$ cat src/rtl/dfp_pkg.sv
// Shared types and default sizing for the deser_fifo_pipeline receive path.
`timescale 1ns/1ps
package dfp_pkg;
  typedef enum logic [1:0] {IDLE, SHIFT, HOLD} des_state_t;

  localparam int DFP_W        = 8;
  localparam int DFP_DEPTH    = 4;
  localparam int DFP_DES_DIV  = 10;
  localparam int DFP_FIFO_DIV = 100;
endpackage

$ cat src/rtl/dfp_tick_gen.sv
// Free-running divide-by-DIV counter producing a one-cycle clock-enable tick.
`timescale 1ns/1ps
module dfp_tick_gen #(
  parameter int DIV = 10
) (
  input  logic clock_1MHz,
  input  logic rst,
  output logic tick
);
  localparam int CW = (DIV > 1) ? $clog2(DIV) : 1;

  logic [CW-1:0] r_cnt;

  // NOTE: sequential state is written with <= so every flop samples pre-edge values.
  always_ff @(posedge clock_1MHz) begin
    if (rst) r_cnt <= '0;
    else if (r_cnt == CW'(DIV - 1)) r_cnt <= '0;
    else r_cnt <= r_cnt + CW'(1);
  end

  assign tick = (r_cnt == CW'(DIV - 1));
endmodule

$ cat src/rtl/deser_fifo_pipeline.sv
// Serial-in, word-out receive path: MSB-first deserialiser handing words to a DEPTH-entry FIFO.
// Optional almost_full output is enabled by defining DFP_ALMOST_FULL_EN.
`timescale 1ns/1ps
module deser_fifo_pipeline
  import dfp_pkg::*;
#(
  parameter int W        = DFP_W,
  parameter int DEPTH    = DFP_DEPTH,
  parameter int DES_DIV  = DFP_DES_DIV,
  parameter int FIFO_DIV = DFP_FIFO_DIV
`ifdef DFP_ALMOST_FULL_EN
  ,
  parameter int AF_LEVEL = 3
`endif
) (
  input  logic                       clock_1MHz,
  input  logic                       rst,
  input  logic                       data_in,
  input  logic                       write_in,
  input  logic                       dequeue_in,
  output logic                       status_out,
  output logic [W-1:0]               data_out,
  output logic                       data_valid,
  output logic [$clog2(DEPTH+1)-1:0] len_out,
  output logic                       full,
  output logic                       empty
`ifdef DFP_ALMOST_FULL_EN
  ,
  output logic                       almost_full
`endif
);
  localparam int PW = $clog2(DEPTH);
  localparam int LW = $clog2(DEPTH + 1);
  localparam int CW = $clog2(W);

  logic              w_des_tick;
  logic              w_fifo_tick;
  logic              w_push;
  logic              w_pop;
  logic [W-1:0]      w_shift;
  logic [LW-1:0]     w_len_next;

  des_state_t        r_state;
  logic [W-2:0]      r_sr;
  logic [CW-1:0]     r_bit_cnt;
  logic [W-1:0]      r_hold;
  logic [W-1:0]      r_mem [DEPTH];
  logic [PW-1:0]     r_wr_ptr;
  logic [PW-1:0]     r_rd_ptr;

  dfp_tick_gen #(.DIV(DES_DIV)) u_des_tick (
    .clock_1MHz (clock_1MHz),
    .rst        (rst),
    .tick       (w_des_tick)
  );

  dfp_tick_gen #(.DIV(FIFO_DIV)) u_fifo_tick (
    .clock_1MHz (clock_1MHz),
    .rst        (rst),
    .tick       (w_fifo_tick)
  );

  assign full    = (len_out == LW'(DEPTH));
  assign empty   = (len_out == '0);
  assign w_shift = {r_sr, data_in};
  // full is the pre-pop value, so a full FIFO defers the push even when a pop frees a slot.
  assign w_push  = w_fifo_tick && (r_state == HOLD) && !full;
  assign w_pop   = w_fifo_tick && dequeue_in && !empty;

  always_comb begin
    w_len_next = len_out;
    if (w_push && !w_pop)      w_len_next = len_out + LW'(1);
    else if (!w_push && w_pop) w_len_next = len_out - LW'(1);
  end

  always_ff @(posedge clock_1MHz) begin
    if (rst) begin
      r_state    <= IDLE;
      r_sr       <= '0;
      r_bit_cnt  <= '0;
      r_hold     <= '0;
      status_out <= 1'b0;
    end else begin
      case (r_state)
        IDLE, SHIFT: begin
          if (w_des_tick && write_in) begin
            if (r_bit_cnt == CW'(W - 1)) begin
              r_hold     <= w_shift;
              r_bit_cnt  <= '0;
              r_state    <= HOLD;
              status_out <= 1'b1;
            end else begin
              r_sr      <= w_shift[W-2:0];
              r_bit_cnt <= r_bit_cnt + CW'(1);
              r_state   <= SHIFT;
            end
          end
        end
        HOLD: begin
          if (w_push) begin
            r_state    <= IDLE;
            status_out <= 1'b0;
          end
        end
        default: r_state <= IDLE;
      endcase
    end
  end

  // NOTE: storage has no reset; an entry is only read after it has been written.
  always_ff @(posedge clock_1MHz) begin
    if (w_push) r_mem[r_wr_ptr] <= r_hold;
  end

  always_ff @(posedge clock_1MHz) begin
    if (rst) begin
      r_wr_ptr   <= '0;
      r_rd_ptr   <= '0;
      len_out    <= '0;
      data_out   <= '0;
      data_valid <= 1'b0;
    end else begin
      data_valid <= w_pop;
      len_out    <= w_len_next;
      if (w_push) r_wr_ptr <= r_wr_ptr + PW'(1);
      if (w_pop) begin
        data_out <= r_mem[r_rd_ptr];
        r_rd_ptr <= r_rd_ptr + PW'(1);
      end
    end
  end

`ifdef DFP_ALMOST_FULL_EN
  always_ff @(posedge clock_1MHz) begin
    if (rst) almost_full <= 1'b0;
    else     almost_full <= (w_len_next >= LW'(AF_LEVEL));
  end
`endif
endmodule
$ cat config.mk
export PLATFORM = sky130hd
export DESIGN_NAME = deser_fifo_pipeline
export DESIGN_NICKNAME = d
export VERILOG_FILES = /design/src/rtl/dfp_pkg.sv /design/src/rtl/dfp_tick_gen.sv /design/src/rtl/deser_fifo_pipeline.sv
export SDC_FILE = /design/constraint.sdc
export NUM_CORES = 1
export LEC_CHECK = 0
export BUFFER_PORTS_ARGS = -buffer_cell sky130_fd_sc_hd__buf_4
export CAP_MARGIN = 20
export CORE_MARGIN = 10
export CORE_UTILIZATION = 55
export DETAILED_ROUTE_END_ITERATION = 10
export GPL_ROUTABILITY_DRIVEN = 0
export PLACE_DENSITY = 0.84
export SETUP_SLACK_MARGIN = 0.15
export SLEW_MARGIN = 20
export SYNTH_ARGS = -nofsm -noshare
export SYNTH_HDL_FRONTEND = slang
export SYNTH_SLANG_ARGS = --single-unit
$ cat constraint.sdc
create_clock -name clock_1MHz -period 3.2 [get_ports clock_1MHz]
set_input_delay 0.32 -clock clock_1MHz [delete_from_list [all_inputs] [get_ports clock_1MHz]]
set_output_delay 0.32 -clock clock_1MHz [all_outputs]
set_load 0.01 [all_outputs]
==> flow_metrics.tcl, run 1 <==
set metrics [dict create \
    status "completed" \
    syn_nets 282 \
    syn_inst 266 \
    final_common_cell "dfxtp_1" \
    final_net_count 301 \
    final_cell_area_um2 3770 \
    die_h_um 98.4 \
    worst_clock_skew_ns 0.00917 \
    core_um2 5960 \
    p_leak_nw 1.35 \
    hpwl_um 3930 \
    fin_crit_ns 2.59 \
    dpl_cell_area_um2 3580 \
    rows 28 \
    multiInputGateArea_um2 1370 \
    async_flop_share_pct 0 \
    nFillCells 465 \
    cp-end-kind "flop" \
    grt_usage_pct 12.5 \
    synth_edf_count 32 \
    grt_pass1_wl_um 9890 \
    routed_wl_um 5860 \
    worst_slew_pin_slew_ns 0.677 \
    seq_area_frac_synth_pct 56.8 \
    drive_gt1_share_pct 18.6 \
    syn_avg_cell_area_um2 12.7 \
    cap_viol_max_count 0 \
    synth_top_area_share_pct 28.4 \
    maxSlewViolCount 0 \
    fp.dieW_um 98.4 \
    port_buffers 19 \
    ys_ff_latch 80 \
    layout_common_cells "48 x dfxtp_1, 32 x edfxtp_1, 22 x nand2b_1, 22 x buf_4, 19 x a21oi_1" \
    drtIter0Drc 133 \
    synth_area_leaders "dfxtp_1 28%, edfxtp_1 28%, mux2i_1 5.3%" \
    numCtsBuffers 9 \
    grt_max_degree 50 \
    start_kind "flop" \
    tns_ns 0 \
    gr-total-overflow 0 \
    fin_util_pct 63.3 \
    fp.dieArea_um2 9690 \
    pwr_density_cell_nw_per_um2 483 \
    diodes 0 \
    cp.required_ns 3.49 \
    yosysUniqueCellTypes 46 \
    first_pass_iters 4 \
    io_pins 20 \
    viasPerCell 5.59 \
    worstPathMaxFanout 5 \
    drtAntennaViolNets 0 \
    register_area_um2 1920 \
    synth_top_flop_cell "dfxtp_1" \
    syn_area_um2 3380 \
    fmax_ghz 0.386 \
    path_clk_slew_ns 0.08 \
    post-route-period-util_pct 80.9 \
    cts_buffer_depth 2 \
    cts_hold_buf 0 \
    areaGrowthSynthToFinish_pct 11.5 \
    min_path_type "primary input to flop" \
    worstPathArrival_ns 2.87 \
    drc 0 \
    cts.sinks 80 \
    finalHoldViolations 0 \
    cts.htree.levels 3 \
    insertion_delay_ns 0.35 \
    power_mw 1.82 \
    post_cts_buffers 0 \
    yosysTopAreaCell "dfxtp_1" \
    relSlewSlack_pct 54.6 \
    start_util_pct 56.8 \
    antenna_found_initial 0 \
    critPathKind "flop to flop" \
    clock-root-buffer "clkbuf_8" \
    vias 2042 \
    wire_per_inst_um 16.0 \
    cts_tree "done" \
    rsz0062_at_grt "no" \
    grt_pass1_vias 1965 \
    vdd_ir_drop_max_v 0.000292 \
    yosys_warnings 0 \
    cts_resized 0 \
    finalSetupViolCount 0 \
]
-- cell type report --
class / instances / share of cell area [%]
Inverter: 8 / 0.796
Tap cell: 75 / 2.49
Timing Repair Buffer: 22 / 4.38
Clock inverter: 7 / 1.86
Sequential cell: 80 / 50.9
Multi-Input combinational cell: 164 / 36.3
Clock buffer: 9 / 3.28
-- final timing paths --
kind | endpoint | slack (ns) | cells after the start | from
setup / recovery | len_out[2] | 0.61 | 9 | u_fifo_tick.r_cnt[0]
hold / removal | r_hold[0] | 0.25 | 3 | data_in
setup reg to reg | len_out[2] | 0.61 | 9 | u_fifo_tick.r_cnt[0]
hold reg to reg | u_fifo_tick.r_cnt[0] | 0.46 | 1 | u_fifo_tick.r_cnt[0]
-- cell usage after synthesis (5+ instances only) --
cell / instances
a21oi_1: 19
buf_2: 5
clkbuf_1: 6
dfxtp_1: 48
edfxtp_1: 32
ha_1: 10
inv_1: 8
mux2i_1: 18
mux4_2: 8
nand2b_1: 22
nand3_1: 7
nand4_1: 10
nor2_1: 12
o21ai_0: 6
o31ai_1: 9
-- metrics by stage --
stage / worst slack [ns] / std cells / hold slack [ns]
finish: 0.612 / 365 / 0.251
global route: 0.375 / 365 / 0.270
CTS: 0.604 / 365 / 0.244
detailed placement: 0.649 / 349 / 0.443
global placement: 0.740 / 349 / 0.430
floorplan: 0.774 / 266 / 0.418
-- critical path: stages, from the launching register on --
cell	delay, ns
dfxtp_1	0.37
ha_1	0.30
nand4bb_4	0.15
nor4_2	0.43
ha_1	0.25
inv_1	0.06
fa_1	0.37
xor2_1	0.15
or3_1	0.30
a21oi_1	0.14
-- per-layer routing --
layer	vias to the layer above	track usage, %	part of all wire [%]	wire [um]
met5	-	0	0	0
met4	0	5.62	1.1	67
met3	10	4.47	6.5	381
met2	54	18.3	47	2730
met1	956	16.2	46	2680
li1	1022	-	-	-
-- registers in the layout, summed over array words and instances (netlist names), 3 cells and up --
register           cells
r_bit_cnt              3
u_fifo_tick.r_cnt      7
data_out               8
len_out                3
u_des_tick.r_cnt       4
r_sr                   7
r_hold                 8
r_mem                 32
-- logic make-up after synthesis --
logic type	count (synthesis)	share of synthesized area, %
fa+ha+maj	11	4.29
compound gates	40	7.47
buf+inv	22	2.74
xor+xnor	5	1.29
simple gates	80	16.1
flops	80	56.8
mux	28	11.3
-- report_power, final --
part / switching (mW) / leakage, nW / internal, mW
sequential: 0.00731 / 0.689 / 1.06
clock: 0.363 / 0.0913 / 0.360
combinational: 0.0191 / 0.569 / 0.0161
total: 0.390 / 1.35 / 1.43
(Power assumes the default switching activity.)
==> inputs of run 2 (changes only) <==
- CORE_UTILIZATION: 55 -> 54
- PLACE_DENSITY: 0.84 -> 0.86
- clock period: 3.2 -> 2.2 ns (I/O delays scaled with it)
==> run 2 against run 1 <==
Effect of this change:
- first-iteration DRC count fell by 48%
- wire length grew 1.5%
- core utilization up 1.7 points
- clock-buffer cell count is the same
- clock skew is 0.0013 ns lower
- design area increased by 3.2%
- cell count up 2.7%
- register-to-register slack worse by 0.54 ns
- setup slack got worse by 0.54 ns
- sequential cell count unchanged
- sequential share of layout area down 1.3 points
- die area up 1.5%
- critical endpoint unchanged
- largest cell class unchanged
- largest power group unchanged
==> flow_metrics.tcl, run 2 (synthesized netlist as in run 1, its figures left out) <==
set metrics [dict create \
    status "completed" \
    p_leak_nw 1.40 \
    worstPathArrival_ns 2.40 \
    finalSetupViolCount 0 \
    final_cell_area_um2 3890 \
    relSlewSlack_pct 58.7 \
    timing.critical_path.from "u_fifo_tick.r_cnt[0]" \
    critPathSlowestCell "dfxtp_2" \
    stdcell_count 375 \
    io_pins 20 \
    vias 2106 \
    gr-total-overflow 0 \
    cp-end-kind "flop" \
    insertion_delay_ns 0.35 \
    maxSlewViolCount 0 \
    crit_end "len_out[2]" \
    grt_util_met2_pct 20.5 \
    power_mw 2.61 \
    r2r-start "u_fifo_tick.r_cnt[0]" \
    r2r-end "len_out[2]" \
    tns_ns 0 \
    fmax_ghz 0.470 \
    drive_gt1_share_pct 25.7 \
    grt_usage_pct 12.4 \
    dp_cells 357 \
    start_kind "flop" \
    finalHoldViolations 0 \
    rsz0062_at_grt "yes" \
    drtIter0Drc 69 \
    dpl_cell_area_um2 3690 \
    start_util_pct 56.5 \
    rows 28 \
    max_stage_delay_ns 0.37 \
    grt_pass1_vias 2000 \
    grt_max_degree 50 \
    path_clk_slew_ns 0.08 \
    final_common_cell "dfxtp_1" \
    r2r_slack_ns 0.07 \
    top_register "r_mem" \
    cts.htree.levels 3 \
    areaGrowthSynthToFinish_pct 15.1 \
    worstPathMaxFanout 5 \
    critPathKind "flop to flop" \
    numCtsBuffers 9 \
    wire_per_inst_um 15.9 \
    crit_chain "ha_4 -> nand4bb_4 -> nor4_4 -> ha_2 -> inv_2 -> fa_2 -> xor2_1 -> or3_1 -> a21oi_2" \
    grt_util_met3_pct 4.91 \
    pre_cts_slack_ns 0.0687 \
    top_regs "r_mem (32), data_out (8), r_hold (8)" \
    clock-root-buffer "clkbuf_8" \
    fin_util_pct 65.0 \
    layout_common_cells "43 x dfxtp_1, 32 x buf_4, 32 x edfxtp_1, 21 x nand2b_1" \
    cap_viol_max_count 0 \
    hpwl_um 4180 \
    multiInputGateArea_um2 1410 \
    cp.required_ns 2.47 \
    final_net_count 311 \
    cts_buffer_depth 2 \
    ff2ff_path_depth 9 \
    vdd_ir_drop_max_v 0.000437 \
    fp.dieW_um 99.1 \
    holdWs_ns 0.172 \
    fin_crit_ns 2.13 \
    min_path_type "primary input to flop" \
    fp.dieArea_um2 9830 \
    grt_use_met1_pct 14.2 \
    antenna_found_initial 0 \
    first_pass_iters 4 \
    routed_wl_um 5940 \
    pwr_density_cell_nw_per_um2 671 \
    register_area_um2 1930 \
    cts.sinks 80 \
    drc 0 \
    post-route-period-util_pct 96.7 \
    cts_tree "done" \
    port_buffers 19 \
    viasPerCell 5.62 \
    grt_pass1_wl_um 9850 \
    busiest_layer "met2" \
    worst_clock_skew_ns 0.00791 \
    drtAntennaViolNets 0 \
    diodes 0 \
    layout_setup_ws_ns 0.0718 \
    nFillCells 432 \
    core_um2 5990 \
    die_h_um 99.1 \
    largest_register_ffs 32 \
    worst_slew_pin_slew_ns 0.617 \
]
run 2: report_power, final:
group | switching (mW) | internal [mW] | leakage [nW]
logic | 0.0300 | 0.0271 | 0.620
clock network | 0.497 | 0.514 | 0.100
registers | 0.0100 | 1.54 | 0.677
total | 0.537 | 2.08 | 1.40
run 2: final cells by class:
class                           count  area share [%]
Clock inverter                      7            1.61
Sequential cell                    80            49.6
Multi-Input combinational cell    164            36.2
Inverter                            8           0.771
Tap cell                           75            2.41
Clock buffer                        9            3.18
Timing Repair Buffer               32            6.17
run 2: routing by layer:
metal / up-vias / share of wire (%)
li1: 1045 / -
met1: 1018 / 43
met2: 39 / 51
met3: 4 / 4.8
met4: 0 / 0.66
met5: - / 0
run 2: worst min-delay path by stage:
stage                    startpoint                    to  slack, ns  depth (start not counted)
2_1_floorplan               data_in             r_hold[0]       0.40                          2
3_3_place_gp   u_fifo_tick.r_cnt[0]  u_fifo_tick.r_cnt[0]       0.43                          1
3_5_place_dp   u_fifo_tick.r_cnt[0]  u_fifo_tick.r_cnt[0]       0.46                          1
4_1_cts                     data_in               r_sr[0]       0.16                          3
5_1_grt                     data_in               r_sr[0]       0.17                          3
6_report                    data_in               r_sr[0]       0.17                          3
run 2: repair_timing:
item,CTS,global route
gates resized for setup,0,2
setup buffers,1,1
setup endpoints to repair,1,1
hold buffers,0,0
pin swaps,1,1
run 2: worst max-delay path: cells and delay by family (launching register included):
family / cells / cell delay, ns
fa+ha+maj: 3 / 0.73
simple gates: 3 / 0.64
flops: 1 / 0.37
xor+xnor: 1 / 0.15
compound gates: 1 / 0.12
buf+inv: 1 / 0.04
==> inputs of run 3 (changes only) <==
- ABC_AREA: default -> 1
- GPL_TIMING_DRIVEN: default -> 0
==> run 3 against run 2 <==
Effect of this change:
- total power is 4.9% lower
- setup slack better by 0.089 ns
- global-route usage is 1.0 points higher
- largest power group unchanged
- worst hold slack worse by 0.057 ns
- clock-buffer cell count is 1 higher
- combinational power is 1% lower
- register-to-register slack better by 0.09 ns
- core utilization is 2.0 points lower
- sequential cell count stayed put
- clock power is 13% lower
- synthesized cell count is 52% higher
==> flow_metrics.tcl, run 3 <==
set metrics [dict create \
    largest_register_ffs 32 \
    synth_xor_area_share_pct 0.756 \
    cts.htree.levels 3 \
    viasPerCell 4.93 \
    async_flop_share_pct 0 \
    comb_power_share_pct 2.3 \
    areaGrowthSynthToFinish_pct 14.6 \
    synth_area_leaders "dfxtp_1 28%, edfxtp_1 28%, nor2_1 11%" \
    stdcell_count 522 \
    gr-total-overflow 0 \
    yosysMostFrequentCell "nor2_1" \
    yosysTopAreaCell "dfxtp_1" \
    maxSlewViolCount 0 \
    min_path_type "primary input to flop" \
    rsz0062_at_grt "yes" \
    vdd_ir_drop_max_v 0.000305 \
    internal-power_mw 1.95 \
    start_kind "flop" \
    synth_edf_count 32 \
    io_pins 20 \
    clockPowerShare_pct 35.5 \
    crit_chain "ha_4 -> nand2_2 -> nand3b_1 -> nor2_4 -> ha_2 -> inv_2 -> fa_2 -> nand2_2 -> nand3_4 -> o21ai_2 -> a21oi_2" \
    hpwl_um 4590 \
    final_cell_area_um2 3980 \
    worstPathArrival_ns 2.28 \
    first_pass_iters 4 \
    cap_viol_max_count 0 \
    synthAdderAreaFrac_pct 4.18 \
    fmax_ghz 0.490 \
    worstPathMaxFanout 4 \
    layout_setup_ws_ns 0.160 \
    vias 2576 \
    max_stage_delay_ns 0.38 \
    cp-end-kind "flop" \
    pwr_density_cell_nw_per_um2 625 \
    r2r_slack_ns 0.16 \
    final_common_cell "nor2_1" \
    tns_ns 0 \
    ys_top_cells_by_count "100 x nor2_1, 83 x nand2_1, 51 x inv_1" \
    finalSetupViolCount 0 \
    grt_pass1_vias 2447 \
    syn_avg_cell_area_um2 8.60 \
    ys_ff_latch 80 \
    crit_end "len_out[2]" \
    register_area_um2 1930 \
    layout_common_cells "97 x nor2_1, 80 x nand2_1, 49 x inv_1, 44 x dfxtp_1, 32 x edfxtp_1" \
    cp.required_ns 2.44 \
    cts.sinks 80 \
    insertion_delay_ns 0.34 \
    core_um2 6310 \
    dp_cells 500 \
    synth_top_family_by_area "simple AND/OR/NAND/NOR gates" \
    syn_inst 404 \
    dpl_cell_area_um2 3710 \
    ff2ff_path_depth 11 \
    netSwitchingFraction_pct 21.4 \
    multiInputGateArea_um2 1330 \
    post-route-period-util_pct 92.7 \
    start_util_pct 55.0 \
    yosysUniqueCellTypes 30 \
    syn_nets 420 \
    wire_per_inst_um 13.0 \
    die_h_um 100 \
    grt_max_degree 14 \
    yosys_warnings 0 \
    synth_top_flop_cell "dfxtp_1" \
    p_seq_share_pct 62.3 \
    critical-path-top-delay-family "adder cells" \
    drtAntennaViolNets 0 \
    synth_top_area_share_pct 27.7 \
    worst_slew_pin_slew_ns 0.748 \
    nFillCells 510 \
    r2r-start "u_fifo_tick.r_cnt[0]" \
    fp.dieArea_um2 10000 \
    antenna_found_initial 0 \
    seq_area_frac_synth_pct 55.3 \
    fin_crit_ns 2.04 \
    drive_gt1_share_pct 19.1 \
    port_buffers 19 \
    worst_clock_skew_ns 0.00801 \
    fp.dieW_um 100 \
    routed_wl_um 6780 \
    diodes 0 \
    syn_area_um2 3470 \
    top_register "r_mem" \
    path_clk_slew_ns 0.08 \
    drtIter0Drc 113 \
    p_switching_uw 532 \
    grt_usage_pct 13.4 \
    cp.buffers_inverters 1 \
    post_synth_and_or_nand_nor_area_fraction_pct 26.4 \
    holdWs_ns 0.114 \
    numCtsBuffers 9 \
    crit_top_cell "nand2_2" \
    power_mw 2.49 \
    cts_hold_buf 0 \
    critPathSlowestCell "fa_2" \
    muxShareOfSynthArea_pct 0 \
    synth_compound_area_share_pct 5.01 \
    clock-root-buffer "clkbuf_8" \
    path_depth 11 \
    hold_path_depth 2 \
    top_regs "r_mem (32), data_out (8), r_hold (8)" \
    fin_util_pct 63.0 \
    drc 0 \
    p_leak_nw 1.77 \
    status "completed" \
    grt_pass1_wl_um 10900 \
    rows 29 \
    relSlewSlack_pct 49.9 \
    r2r-end "len_out[2]" \
    timing.critical_path.from "u_fifo_tick.r_cnt[0]" \
    finalHoldViolations 0 \
    pre_cts_slack_ns -0.0100 \
    critPathKind "flop to flop" \
    cts_buffer_depth 2 \
    cts_tree "done" \
    final_net_count 456 \
]
-- run 3: how the worst min path moves through the flow --
stage	startpoint	endpoint	slack, ns
floorplan	rst	r_rd_ptr[1]	0.29
global placement	u_fifo_tick.r_cnt[0]	u_fifo_tick.r_cnt[0]	0.43
detailed placement	u_fifo_tick.r_cnt[0]	u_fifo_tick.r_cnt[0]	0.43
CTS	rst	status_out	0.09
global route	rst	r_rd_ptr[1]	0.10
finish	rst	r_rd_ptr[1]	0.11
-- run 3: repair_timing --
action                                  in CTS  in global routing
gates resized for setup                      6                 18
endpoints found under the setup margin       2                 34
buffers inserted                             2                  4
pin swaps                                    3                  7
-- run 3: power groups by stage --
| stage | sequential [mW] | clock (mW) | combinational (mW) |
|---|---|---|---|
| 2_1_floorplan | 1.58 | 0 | 0.0316 |
| 4_1_cts | 1.55 | 0.901 | 0.0521 |
| 3_3_place_gp | 1.58 | 0 | 0.0485 |
| 6_report | 1.55 | 0.881 | 0.0563 |
| 5_1_grt | 1.55 | 0.961 | 0.0632 |
| 3_5_place_dp | 1.58 | 0 | 0.0514 |
-- run 3: routing by layer --
layer / wire length, um / part of all wire (%) / track usage, %
met3: 457 / 6.7 / 2.82
met4: 227 / 3.4 / 7.17
met2: 3530 / 52 / 23.7
met1: 2560 / 38 / 14.6
met5: 0 / 0 / 0
-- run 3: final cells by class --
class,instances,share of cell area [%]
flip-flops and latches,80,48.4
multi-input cells,261,33.3
inverters,52,4.91
repair buffers,25,4.72
clock buffers,10,3.21
well taps,77,2.42
plain buffers,11,2.33
clock inverters,6,0.692
-- run 3: kinds of logic after synthesis --
group	after synthesis
AO/OA/AOI/OAI	34
XOR/XNOR	3
adder cells (fa/ha/maj)	11
buffers and inverters	63
flip-flops	80
AND/OR/NAND/NOR	213
